[config.mk]
export PLATFORM = sky130hd
export DESIGN_NAME = iter_cmp_unit
export DESIGN_NICKNAME = d
export VERILOG_FILES = /design/src/rtl/iter_cmp_unit.sv
export SDC_FILE = /design/constraint.sdc
export NUM_CORES = 1
export LEC_CHECK = 0
export ABC_AREA = 1
export CORE_MARGIN = 2
export CORE_UTILIZATION = 47
export DETAILED_ROUTE_END_ITERATION = 16
export PLACE_DENSITY = 0.77
export SYNTH_ARGS = -nofsm -noshare
export SYNTH_HDL_FRONTEND = slang
export SYNTH_SLANG_ARGS = --single-unit
[constraint.sdc]
create_clock -name clk -period 1.7 [get_ports clk]
set_input_delay 0.255 -clock clk [delete_from_list [all_inputs] [get_ports clk]]
set_output_delay 0.255 -clock clk [all_outputs]
set_load 0.05 [all_outputs]
[src/rtl/iter_cmp_unit.sv]
// Multi-cycle SLTU/SLT/EQ/NE comparator, CHUNK bits of a-b per clock.
// Define ITER_CMP_DIFF_EN to expose the full difference and borrow.
module iter_cmp_unit #(
  parameter int WIDTH = 32,
  parameter int CHUNK = 8
) (
  input  logic             clk,
  input  logic             rst,
  input  logic             in_valid,
  output logic             in_ready,
  input  logic [1:0]       op,
  input  logic [WIDTH-1:0] a,
  input  logic [WIDTH-1:0] b,
  output logic             out_valid,
  input  logic             out_ready,
  output logic [WIDTH-1:0] out
`ifdef ITER_CMP_DIFF_EN
  ,
  output logic [WIDTH-1:0] diff,
  output logic             borrow
`endif
);

  localparam int STEPS = WIDTH / CHUNK;
  localparam int CW = (STEPS > 1) ? $clog2(STEPS) : 1;
  localparam logic [CW-1:0] LAST = CW'(STEPS - 1);

  localparam logic [1:0] S_IDLE = 2'd0;
  localparam logic [1:0] S_RUN  = 2'd1;
  localparam logic [1:0] S_DONE = 2'd2;

  if (WIDTH < 2 || CHUNK < 1 || (WIDTH % CHUNK) != 0) begin : g_bad_params
    $error("iter_cmp_unit: illegal WIDTH/CHUNK");
  end

  logic [1:0]       state_q, state_d;
  logic [WIDTH-1:0] a_q, a_d;
  logic [WIDTH-1:0] b_q, b_d;
  logic [1:0]       op_q, op_d;
  logic             sa_q, sa_d;
  logic             sb_q, sb_d;
  logic             carry_q, carry_d;
  logic             eq_q, eq_d;
  logic [CW-1:0]    cnt_q, cnt_d;
  logic [WIDTH-1:0] out_q, out_d;

  logic [CHUNK-1:0] a_c, b_c;
  logic [CHUNK:0]   sum;
  logic             c_n, eq_n, res;

`ifdef ITER_CMP_DIFF_EN
  logic [WIDTH-1:0]       diff_q, diff_d;
  logic [WIDTH+CHUNK-1:0] diff_cat;
  assign diff_cat = {sum[CHUNK-1:0], diff_q};
  assign diff     = diff_q;
  assign borrow   = ~carry_q;
`else
  logic unused_sum;
  assign unused_sum = ^sum[CHUNK-1:0];
`endif

  assign in_ready  = (state_q == S_IDLE);
  assign out_valid = (state_q == S_DONE);
  assign out       = out_q;

  always_comb begin
    a_c  = a_q[CHUNK-1:0];
    b_c  = b_q[CHUNK-1:0];
    sum  = {1'b0, a_c} + {1'b0, ~b_c}
         + {{CHUNK{1'b0}}, carry_q};
    c_n  = sum[CHUNK];
    eq_n = eq_q & (a_c == b_c);
    case (op_q)
      2'b00:   res = ~c_n;
      2'b01:   res = (sa_q ^ sb_q) ? sa_q : ~c_n;
      2'b10:   res = eq_n;
      default: res = ~eq_n;
    endcase
  end

  always_comb begin
    state_d = state_q;
    a_d     = a_q;
    b_d     = b_q;
    op_d    = op_q;
    sa_d    = sa_q;
    sb_d    = sb_q;
    carry_d = carry_q;
    eq_d    = eq_q;
    cnt_d   = cnt_q;
    out_d   = out_q;
`ifdef ITER_CMP_DIFF_EN
    diff_d  = diff_q;
`endif
    case (state_q)
      S_IDLE: begin
        if (in_valid) begin
          a_d     = a;
          b_d     = b;
          op_d    = op;
          sa_d    = a[WIDTH-1];
          sb_d    = b[WIDTH-1];
          carry_d = 1'b1;
          eq_d    = 1'b1;
          cnt_d   = '0;
          state_d = S_RUN;
        end
      end
      S_RUN: begin
        // operands shift down so chunk i is always in the low CHUNK bits
        a_d     = a_q >> CHUNK;
        b_d     = b_q >> CHUNK;
        carry_d = c_n;
        eq_d    = eq_n;
`ifdef ITER_CMP_DIFF_EN
        diff_d  = diff_cat[WIDTH+CHUNK-1:CHUNK];
`endif
        if (cnt_q == LAST) begin
          out_d   = {{(WIDTH-1){1'b0}}, res};
          state_d = S_DONE;
        end else begin
          cnt_d = cnt_q + 1'b1;
        end
      end
      S_DONE: begin
        if (out_ready) state_d = S_IDLE;
      end
      default: state_d = S_IDLE;
    endcase
  end

  always_ff @(posedge clk) begin
    if (rst) begin
      state_q <= S_IDLE;
      a_q     <= '0;
      b_q     <= '0;
      op_q    <= '0;
      sa_q    <= 1'b0;
      sb_q    <= 1'b0;
      carry_q <= 1'b1;
      eq_q    <= 1'b1;
      cnt_q   <= '0;
      out_q   <= '0;
`ifdef ITER_CMP_DIFF_EN
      diff_q  <= '0;
`endif
    end else begin
      state_q <= state_d;
      a_q     <= a_d;
      b_q     <= b_d;
      op_q    <= op_d;
      sa_q    <= sa_d;
      sb_q    <= sb_d;
      carry_q <= carry_d;
      eq_q    <= eq_d;
      cnt_q   <= cnt_d;
      out_q   <= out_d;
`ifdef ITER_CMP_DIFF_EN
      diff_q  <= diff_d;
`endif
    end
  end

endmodule

---- Yosys cells after proc, flatten, opt, wreduce, memory -nomap -nowiden ----
Index checks and enable logic that the tools add are counted.
storage, ports and cells
  memory bits (writable) .................. 0
  memories kept ........................... 0
  memory bits (read-only) ................. 0
  word-level logic and storage cells ...... 52
  output and inout port bits .............. 34
  register bits ........................... 75
  bits in latches ......................... 0
cells by class
  bitwise operators ....................... 5
  reductions and logical operators ........ 8
  mux-type cells .......................... 16
  equal/unequal tests ..................... 10
  multipliers ............................. 0
  order comparisons ....................... 0
  shift operators ......................... 0
  add/sub/neg operators ................... 3
  div/mod/pow operators ................... 0
operators with widths
  kind                                                    number
  one-hot mux 32 bit (2 select lines)                     2
  2-to-1 mux 32 bit                                       2
  2-to-1 mux 2 bit                                        5
  adder 8 x 8 -> 9 bit                                    1
  adder 9 x 1 -> 9 bit                                    1
  equality test 8 bit                                     1
  inverter 8 bit                                          1
  equality test 2 bit (second input constant)             3
  inequality test 2 bit (second input constant)           3
  one-hot mux 2 bit (3 select lines)                      1
  AND reduction 2 bit                                     3
  AND reduction 3 bit                                     2
  equality test 2 x 1 -> 1 bit (second input constant)    2
  logical NOT 2 bit                                       2
  one-hot mux 1 bit (2 select lines)                      2
  one-hot mux 2 bit (2 select lines)                      1
  one-hot mux 1 bit (3 select lines)                      1
  adder 2 x 1 -> 2 bit (second input constant)            1
  2-to-1 mux 1 bit                                        2
  inequality test 2 x 1 -> 1 bit (second input constant)  1
  inverter 1 bit                                          2
  nonzero test 2 bit                                      1
  AND 1 bit                                               1
  XOR 1 bit                                               1

---- Depth between registers and ports, before layout ----
Gate-level depths: netlist of run 1.
  depth in word-level cells ............... 6
  mapped depth ............................ 13
  depth with buffers taken out ............ 13

---- Worst setup path after synthesis of run 1 ----
Ideal clock, no wire load.
  path kind ............................... flip-flop to flip-flop
  start ................................... register state_q[1]
  end ..................................... register a_q[10]
  buffers on the path ..................... 2
  library setup time ...................... 0.122 ns
  setup slack ............................. 0.036 ns
  stages on the path, launching flop included .. 9
  data required time ...................... 1.578 ns
  data arrival time ....................... 1.543 ns
  cell sequence ........................... dfxtp_1 nor2_2 nand2_4 inv_6 nor2_8 inv_4 buf_6 buf_6 a31oi_1
on the way
  longest elaborated chain between the ends .. 3
  elaborated cells on any way between the ends .. 6
  classes of those cells .................. eq/ne (2); mux (1); reduce/logical (3)
RTL lines
  element                                                                       line  RTL
  start, declared                                                               36    logic [1:0] state_q, state_d;
  start signal, assigned                                                        148   state_q <= state_d;
  logical NOT 2 bit *                                                           n/a
  via in_ready                                                                  10    output logic in_ready,
  inequality test 2 bit (no source line) or nonzero test 2 bit (tied branches)  n/a
  AND reduction 2 bit (no source line)                                          n/a
  end signal, assigned                                                          135   a_q <= '0;
  end signal, assigned                                                          149   a_q <= a_d;
  end, declared                                                                 37    logic [WIDTH-1:0] a_q, a_d;
Mark *: on every way through the listed nets, which the timed path passes. The rest lies on a longest branch.
A chain may end at the register's enable or synchronous reset.

---- Worst setup path in the final report of run 1 ----
  start ................................... register b_q[7]
  end ..................................... register out_q[0] (netlist: out[0])
on the way
  longest elaborated chain between the ends .. 6
  elaborated cells on any way between the ends .. 9
  classes of those cells .................. add/sub (2); eq/ne (1); mux (2); bitwise (4)
RTL lines
  element                               line    RTL
  start, declared                       38      logic [WIDTH-1:0] b_q, b_d;
  start signal, assigned                136     b_q <= '0;
  start signal, assigned                150     b_q <= b_d;
  inverter 8 bit                        69      sum = {1'b0, a_c} + {1'b0, ~b_c}
  adder 8 x 8 -> 9 bit                  69
  adder 9 x 1 -> 9 bit                  70      + {{CHUNK{1'b0}}, carry_q};
  inverter 1 bit                        74, 75
  2-to-1 mux 1 bit                      75      2'b01: res = (sa_q ^ sb_q) ? sa_q : ~c_n;
  one-hot mux 1 bit (3 select lines) *  73      case (op_q)
  end signal, assigned                  157     out_q <= out_d;
  end, declared                         45      logic [WIDTH-1:0] out_q, out_d;
Every way passes the cells marked *; elsewhere a longest branch is shown, timed or not.

==> flow_metrics.env, run 1 <==
export IMPL_ys_types=27
export IMPL_final_nets=611
export IMPL_grt_first_pass_wirelength_mm=12.9
export IMPL_worst_path_stages=9
export IMPL_cp_top_family="simple AND/OR/NAND/NOR gates"
export IMPL_post_cts_resized=0
export IMPL_synth_top_area_share=0.429
export IMPL_clock_latency_ps=350
export IMPL_num_vias=3126
export IMPL_arrival_ps=1870
export IMPL_hold_violations=0
export IMPL_place_ws_ps=52.5
export IMPL_post_route_min_period_ps=1590
export IMPL_max_cap_violations=0
export IMPL_reg2reg_depth=9
export IMPL_numClockSinks=75
export IMPL_combPwrFrac=0.227
export IMPL_area_delta_synth_final_pct=25.9
export IMPL_power_frac_seq=0.468
export IMPL_hold_path_class="in -> reg"
export IMPL_cts_hold_buffers_added=0
export IMPL_initial_core_util=0.485
export IMPL_root_buffer="clkbuf_8"
export IMPL_track_usage=0.193
export IMPL_slew_violations=0
export IMPL_intPower_mw=3.01
export IMPL_crit_slowest_cell="dfxtp_1"
export IMPL_die_h_um=90.2
export IMPL_cp_end_kind="flip-flop"
export IMPL_status="finished clean"
export IMPL_drtIter0Drc=248
export IMPL_skew_ps=15.0
export IMPL_dieArea_um2=8140
export IMPL_leakagePower_nw=1.81
export IMPL_io_buffer_count=72
export IMPL_routabilityCongestion=0.758
export IMPL_power_share_switching=0.298
export IMPL_rrSetupSlack_ps=110
export IMPL_ioPinCount=104
export IMPL_ant_nets=0
export IMPL_fp_dieW_um=90.2
export IMPL_worstReg2RegEnd="out[0]"
export IMPL_final_common_cell="nand2_1"
export IMPL_synth_area_leaders="dfxtp_1 (43%), nand2_1 (16%), a31oi_1 (8.6%), buf_4 (7.3%), o21ai_0 (5.6%)"
export IMPL_cts_tree="yes"
export IMPL_grt_max_degree=54
export IMPL_regArea_um2=1500
export IMPL_cp_cell_sequence="inv_1 > ha_1 > nand4_1 > nor3_1 > buf_4 > nor2_1 > nor2_1 > nand2_1 > a21oi_1"
export IMPL_finalWorstSetupSlack_ps=112
export IMPL_tns_ps=0
export IMPL_startpoint="b_q[7]"
export IMPL_hpwl_mm=5.54
export IMPL_rsz0062_at_grt="no"
export IMPL_synth_yosys_seq_area_share=0.429
export IMPL_multiInputGateArea_um2=1620
export IMPL_r2r_start="b_q[7]"
export IMPL_p_switching_mw=1.28
export IMPL_ir_drop_mv=0.550
export IMPL_n_antenna_cell=0
export IMPL_drt_pass1_iter_count=6
export IMPL_worst_path_buf_inv=2
export IMPL_grt_overflow=0
export IMPL_fmax_mhz=630
export IMPL_cp_endpoint="out[0]"
export IMPL_cpMostUsedCell="nor2_1"
export IMPL_antenna_found_initial=0
export IMPL_postCtsSetupBuffers=0
export IMPL_post_route_drc_count=0
export IMPL_yosysWarnings=0
export IMPL_syn_inst=467
export IMPL_fill_cells=663
export IMPL_htreeDepth=3
export IMPL_power_density_nw_per_um2=975
export IMPL_cp_max_fo=3
export IMPL_crit_required_ps=1990
export IMPL_yosys_area_top_type="dfxtp_1"
export IMPL_final_cell_mix="nand2_1 (148), dfxtp_1 (75), clkdlybuf4s50_1 (69)"
export IMPL_numCtsBuffers=9
export IMPL_fin_crit_sh=0.934
export IMPL_wl_mm=7.89
export IMPL_grt_pass1_vias=2844
export IMPL_crit_type="reg -> reg"
export IMPL_p_clk_frac=0.305
export IMPL_synth_avg_cell_area_um2=7.49
export IMPL_clkTransAtPathRegs_ps=80
export IMPL_synth_seq_cells=75
export IMPL_max_stage_delay_ps=340
export IMPL_via_per_inst=4.93
export IMPL_num_rows=31
export IMPL_netlist_area_um2=3500
export IMPL_startpoint_type="flip-flop"
export IMPL_wl_per_cell_um=12.4
export IMPL_setup_viol=0
export IMPL_drive_gt1_frac=0.0654
export IMPL_core_um2=7210
export IMPL_cts_path_max_buffers=2
==> logic make-up (layout without fill, tap and decap cells) <==
| logic type | Yosys count | in the layout | share of synthesized area |
|---|---|---|---|
| AOI/OAI and AO/OA | 133 | 133 | 0.209 |
| adders and majority gates | 9 | 9 | 0.0322 |
| buffers and inverters | 84 | 122 | 0.140 |
| DFF | 75 | 75 | 0.429 |
| other | 1 | 31 | 0.00107 |
| and+or+nand+nor | 165 | 165 | 0.189 |
==> sequential cells by signal (all words and copies together), names as in the netlist <==
signal	flops
a_q	32
b_q	32
cnt_q	2
op_q	2
state_q	2
carry_q	1
eq_q	1
out	1
sa_q	1
sb_q	1
==> worst reg2reg max path, stage by stage, from the launching register on <==
cell and delay [ps]:
dfxtp_1 340, inv_1 50, ha_1 320, nand4_1 120
nor3_1 240, buf_4 180, nor2_1 40, nor2_1 80
nand2_1 60, a21oi_1 110
==> cells in the mapped netlist <==
cell	count
buf_4	34
nand4_1	1
nand3_1	2
nor2_1	8
o21ai_0	39
inv_2	1
buf_2	6
dfxtp_1	75
a21oi_1	28
buf_6	4
o21ai_1	16
o21a_1	1
nor2_4	1
inv_4	1
nand2_1	148
buf_1	1
inv_1	21
a31oi_1	48
o22ai_1	1
nor3_1	2
nand2_4	1
ha_1	9
nor2_8	1
inv_6	1
conb_1	1
nor2_2	1
clkbuf_1	15
==> final cells by class <==
type,instances,area share
multi-input combinational,338,0.368
sequential,75,0.341
timing repair buffer,84,0.200
clock buffer,11,0.0321
tap,99,0.0281
inverter,24,0.0222
clock inverter,3,0.00910
==> power by group through the flow <==
stage          logic (mW)  clock network (mW)  registers, mW
2_1_floorplan       0.725                   0           2.02
3_3_place_gp        0.940                   0           2.04
3_5_place_dp        0.965                   0           2.05
4_1_cts             0.975                1.31           2.01
5_1_grt              1.07                1.38           2.03
6_report            0.975                1.31           2.01
==> stage by stage <==
stage / total power [mW] / std cells / area (um^2) / hold slack, ps / utilization
floorplan: 2.74 / 497 / 3610 / 324 / -
global placement: 2.98 / 620 / 4220 / 441 / 0.585
detailed placement: 3.01 / 620 / 4220 / 456 / 0.585
CTS: 4.29 / 634 / 4400 / 463 / 0.610
global route: 4.48 / 634 / 4400 / 471 / 0.610
finish: 4.29 / 634 / 4400 / 458 / 0.610
==> worst min-delay path by stage <==
stage | startpoint | to | slack, ps | cells past startpoint
6_report | b[27] | b_q[27] | 460 | 3
4_1_cts | b[27] | b_q[27] | 460 | 3
5_1_grt | a[24] | a_q[24] | 470 | 3
3_3_place_gp | cnt_q[0] | cnt_q[0] | 440 | 1
3_5_place_dp | b_q[26] | b_q[26] | 460 | 2
2_1_floorplan | rst | b_q[24] | 320 | 1
==> metal layers <==
layer / wire length (um) / GRT usage / vias to the layer above
met4: 163 / 0.0859 / 0
met5: 0 / 0 / -
met2: 3850 / 0.323 / 106
met1: 3410 / 0.243 / 1380
met3: 471 / 0.0352 / 16
li1: - / - / 1624
Power figures use the tool's default switching activity.
==> inputs of run 2 (changes only) <==
--- a/config.mk
+++ b/config.mk
@@ -5,11 +5,11 @@
 export SDC_FILE = /design/constraint.sdc
 export NUM_CORES = 1
 export LEC_CHECK = 0
-export ABC_AREA = 1
 export CORE_MARGIN = 2
-export CORE_UTILIZATION = 47
+export CORE_UTILIZATION = 48
 export DETAILED_ROUTE_END_ITERATION = 16
 export PLACE_DENSITY = 0.77
+export SLEW_MARGIN = 30
 export SYNTH_ARGS = -nofsm -noshare
 export SYNTH_HDL_FRONTEND = slang
 export SYNTH_SLANG_ARGS = --single-unit
==> run 2 against run 1 <==
  * Synthesized cell count fell by 1.5%
  * First-iteration DRC count is 20% lower
  * Sequential cell count is the same
  * Synthesized area rose by 4.0%
  * Combinational power up 5%
  * Clock power is 22% higher
  * Worst setup slack worse by 79 ps
  * Highest routed layer unchanged
==> flow_metrics.env, run 2 <==
export IMPL_netlist_area_um2=3630
export IMPL_cp_end_kind="flip-flop"
export IMPL_post_route_drc_count=0
export IMPL_arrival_ps=1900
export IMPL_worst_hold_path_num_cells=2
export IMPL_clkTransAtPathRegs_ps=80
export IMPL_whs_ps=376
export IMPL_final_cell_mix="nand2_1 (121), clkdlybuf4s50_1 (68), dfxtp_1 (67)"
export IMPL_power_density_nw_per_um2=958
export IMPL_synth_avg_cell_area_um2=7.90
export IMPL_yosysWarnings=0
export IMPL_leakagePower_nw=1.87
export IMPL_htreeDepth=3
export IMPL_routabilityCongestion=0.816
export IMPL_ys_top_cells_by_count="nand2_1 (122), dfxtp_1 (75), nor2_1 (56)"
export IMPL_via_per_inst=5.32
export IMPL_worstHoldEndpoint="cnt_q[1]"
export IMPL_status="finished clean"
export IMPL_crit_slowest_cell="dfxtp_2"
export IMPL_fin_crit_sh=0.980
export IMPL_synth_area_leaders="dfxtp_1 (41%), nand2_1 (13%), a311oi_1 (9.2%), buf_4 (7.6%), nor2_1 (5.8%)"
export IMPL_worstReg2RegEnd="out[0]"
export IMPL_drt_pass1_iter_count=4
export IMPL_fill_cells=633
export IMPL_numClockSinks=75
export IMPL_io_buffer_count=72
export IMPL_synth_seq_cells=75
export IMPL_n_antenna_cell=0
export IMPL_grt_overflow=0
export IMPL_worst_path_buf_inv=2
export IMPL_tns_ps=0
export IMPL_num_vias=3333
export IMPL_cp_top_family="compound AO/OA/AOI/OAI gates"
export IMPL_setup_viol=0
export IMPL_reg2reg_depth=7
export IMPL_synthFlopType="dfxtp_1"
export IMPL_hpwl_mm=5.93
export IMPL_synth_top_area_share=0.413
export IMPL_crit_type="reg -> reg"
export IMPL_hold_violations=0
export IMPL_area_delta_synth_final_pct=32.2
export IMPL_synthMostInstantiatedCell="nand2_1"
export IMPL_tightest_slew_ps=530
export IMPL_syn_inst=460
export IMPL_regArea_um2=1510
export IMPL_cts_tree="yes"
export IMPL_wl_per_cell_um=14.1
export IMPL_core_um2=7290
export IMPL_slew_violations=0
export IMPL_dieArea_um2=8280
export IMPL_hold_path_class="in -> reg"
export IMPL_synth_yosys_seq_area_share=0.413
export IMPL_track_usage=0.211
export IMPL_max_stage_delay_ps=330
export IMPL_final_nets=603
export IMPL_worstHoldStart="rst"
export IMPL_ioPinCount=104
export IMPL_drtIter0Drc=198
export IMPL_ir_drop_mv=0.482
export IMPL_grt_pass1_vias=3113
export IMPL_ys_types=29
export IMPL_max_cap_violations=0
export IMPL_wl_mm=8.83
export IMPL_drive_gt1_frac=0.144
export IMPL_grt_first_pass_wirelength_mm=14.4
export IMPL_clock_latency_ps=340
export IMPL_ant_nets=0
export IMPL_root_buffer="clkbuf_8"
export IMPL_die_h_um=91.0
export IMPL_skew_ps=8.59
export IMPL_yosys_area_top_type="dfxtp_1"
export IMPL_numCtsBuffers=9
export IMPL_rrSetupSlack_ps=30
export IMPL_r2r_start="b_q[6]"
export IMPL_cts_path_max_buffers=2
export IMPL_initial_core_util=0.498
export IMPL_maxSlewHeadroom=0.647
export IMPL_fp_dieW_um=91.0
export IMPL_cp_cell_sequence="inv_1 > ha_4 > nand4_1 > buf_4 > o21bai_4 > a21oi_2 > o41a_1"
export IMPL_utilization=0.659
export IMPL_crit_required_ps=1930
export IMPL_final_common_cell="nand2_1"
export IMPL_post_route_min_period_ps=1670
export IMPL_synthArstFlopShare=0
export IMPL_num_rows=31
export IMPL_cp_max_fo=2
export IMPL_fmax_mhz=600
export IMPL_antenna_found_initial=0
export IMPL_largestRegisters="a_q: 32 flops, b_q: 32 flops"
export IMPL_multiInputGateArea_um2=1910
export IMPL_synth_edf_count=0
export IMPL_grt_max_degree=41
export IMPL_startpoint_type="flip-flop"
export IMPL_cts_hold_buffers_added=0
run 2: cell count changes after synthesis, sizes merged, moves of 5 or more:
| cell | delta |
|---|---|
| a311oi | +48 |
| a31oi | -47 |
| buf | +5 |
| inv | -10 |
| nand2 | -27 |
| nand3 | +15 |
| nor2 | +46 |
| o21ai | -51 |
run 2: logic make-up (layout without fill, tap and decap cells):
group,after synthesis,in the layout,synth area share
fa+ha+maj,9,9,0.0310
buf+inv,81,119,0.134
other cells,1,31,0.00103
simple gates,206,206,0.225
mux,1,1,0.00275
compound gates,87,87,0.193
flops,75,75,0.413
run 2: worst max path at each step:
stage | start | end | depth (start not counted)
detailed placement | b_q[3] | out[0] | 7
global placement | b_q[3] | out[0] | 7
global route | b_q[7] | out[0] | 7
CTS | b_q[1] | out[0] | 7
floorplan | b_q[3] | out[0] | 7
finish | b_q[6] | out[0] | 7
run 2: final cells by class:
cell class,instances,share of cell area
Clock buffer,9,0.0258
Multi-Input combinational cell,334,0.397
Sequential cell,75,0.315
Clock inverter,6,0.0219
Inverter,14,0.0109
Timing Repair Buffer,90,0.204
Tap cell,99,0.0258
run 2: per-layer routing:
| layer | global-route usage | routed length, um |
|---|---|---|
| met5 | 0 | 0 |
| met4 | 0.0947 | 207 |
| met3 | 0.0390 | 410 |
| met2 | 0.319 | 4080 |
| met1 | 0.293 | 4130 |
run 2: repair_timing:
action	CTS	global route
pin swaps	3	3
setup buffers	0	5
gates resized for setup	14	14
setup endpoints to repair	1	1
run 2: through the flow:
step           cells  power (mW)  instance area [um^2]  setup slack (ps)
6_report         627        4.60                  4800              33.2
5_1_grt          627        4.80                  4800             -8.43
4_1_cts          622        4.52                  4690              3.50
3_5_place_dp     607        2.91                  4400             -41.9
3_3_place_gp     607        2.88                  4400              9.36
2_1_floorplan    490        2.64                  3750              84.5
run 2: power breakdown:
part	leakage, nW	switching, mW	internal, mW
registers	0.621	0.0891	1.89
clock network	0.119	0.642	0.959
logic	1.13	0.571	0.450
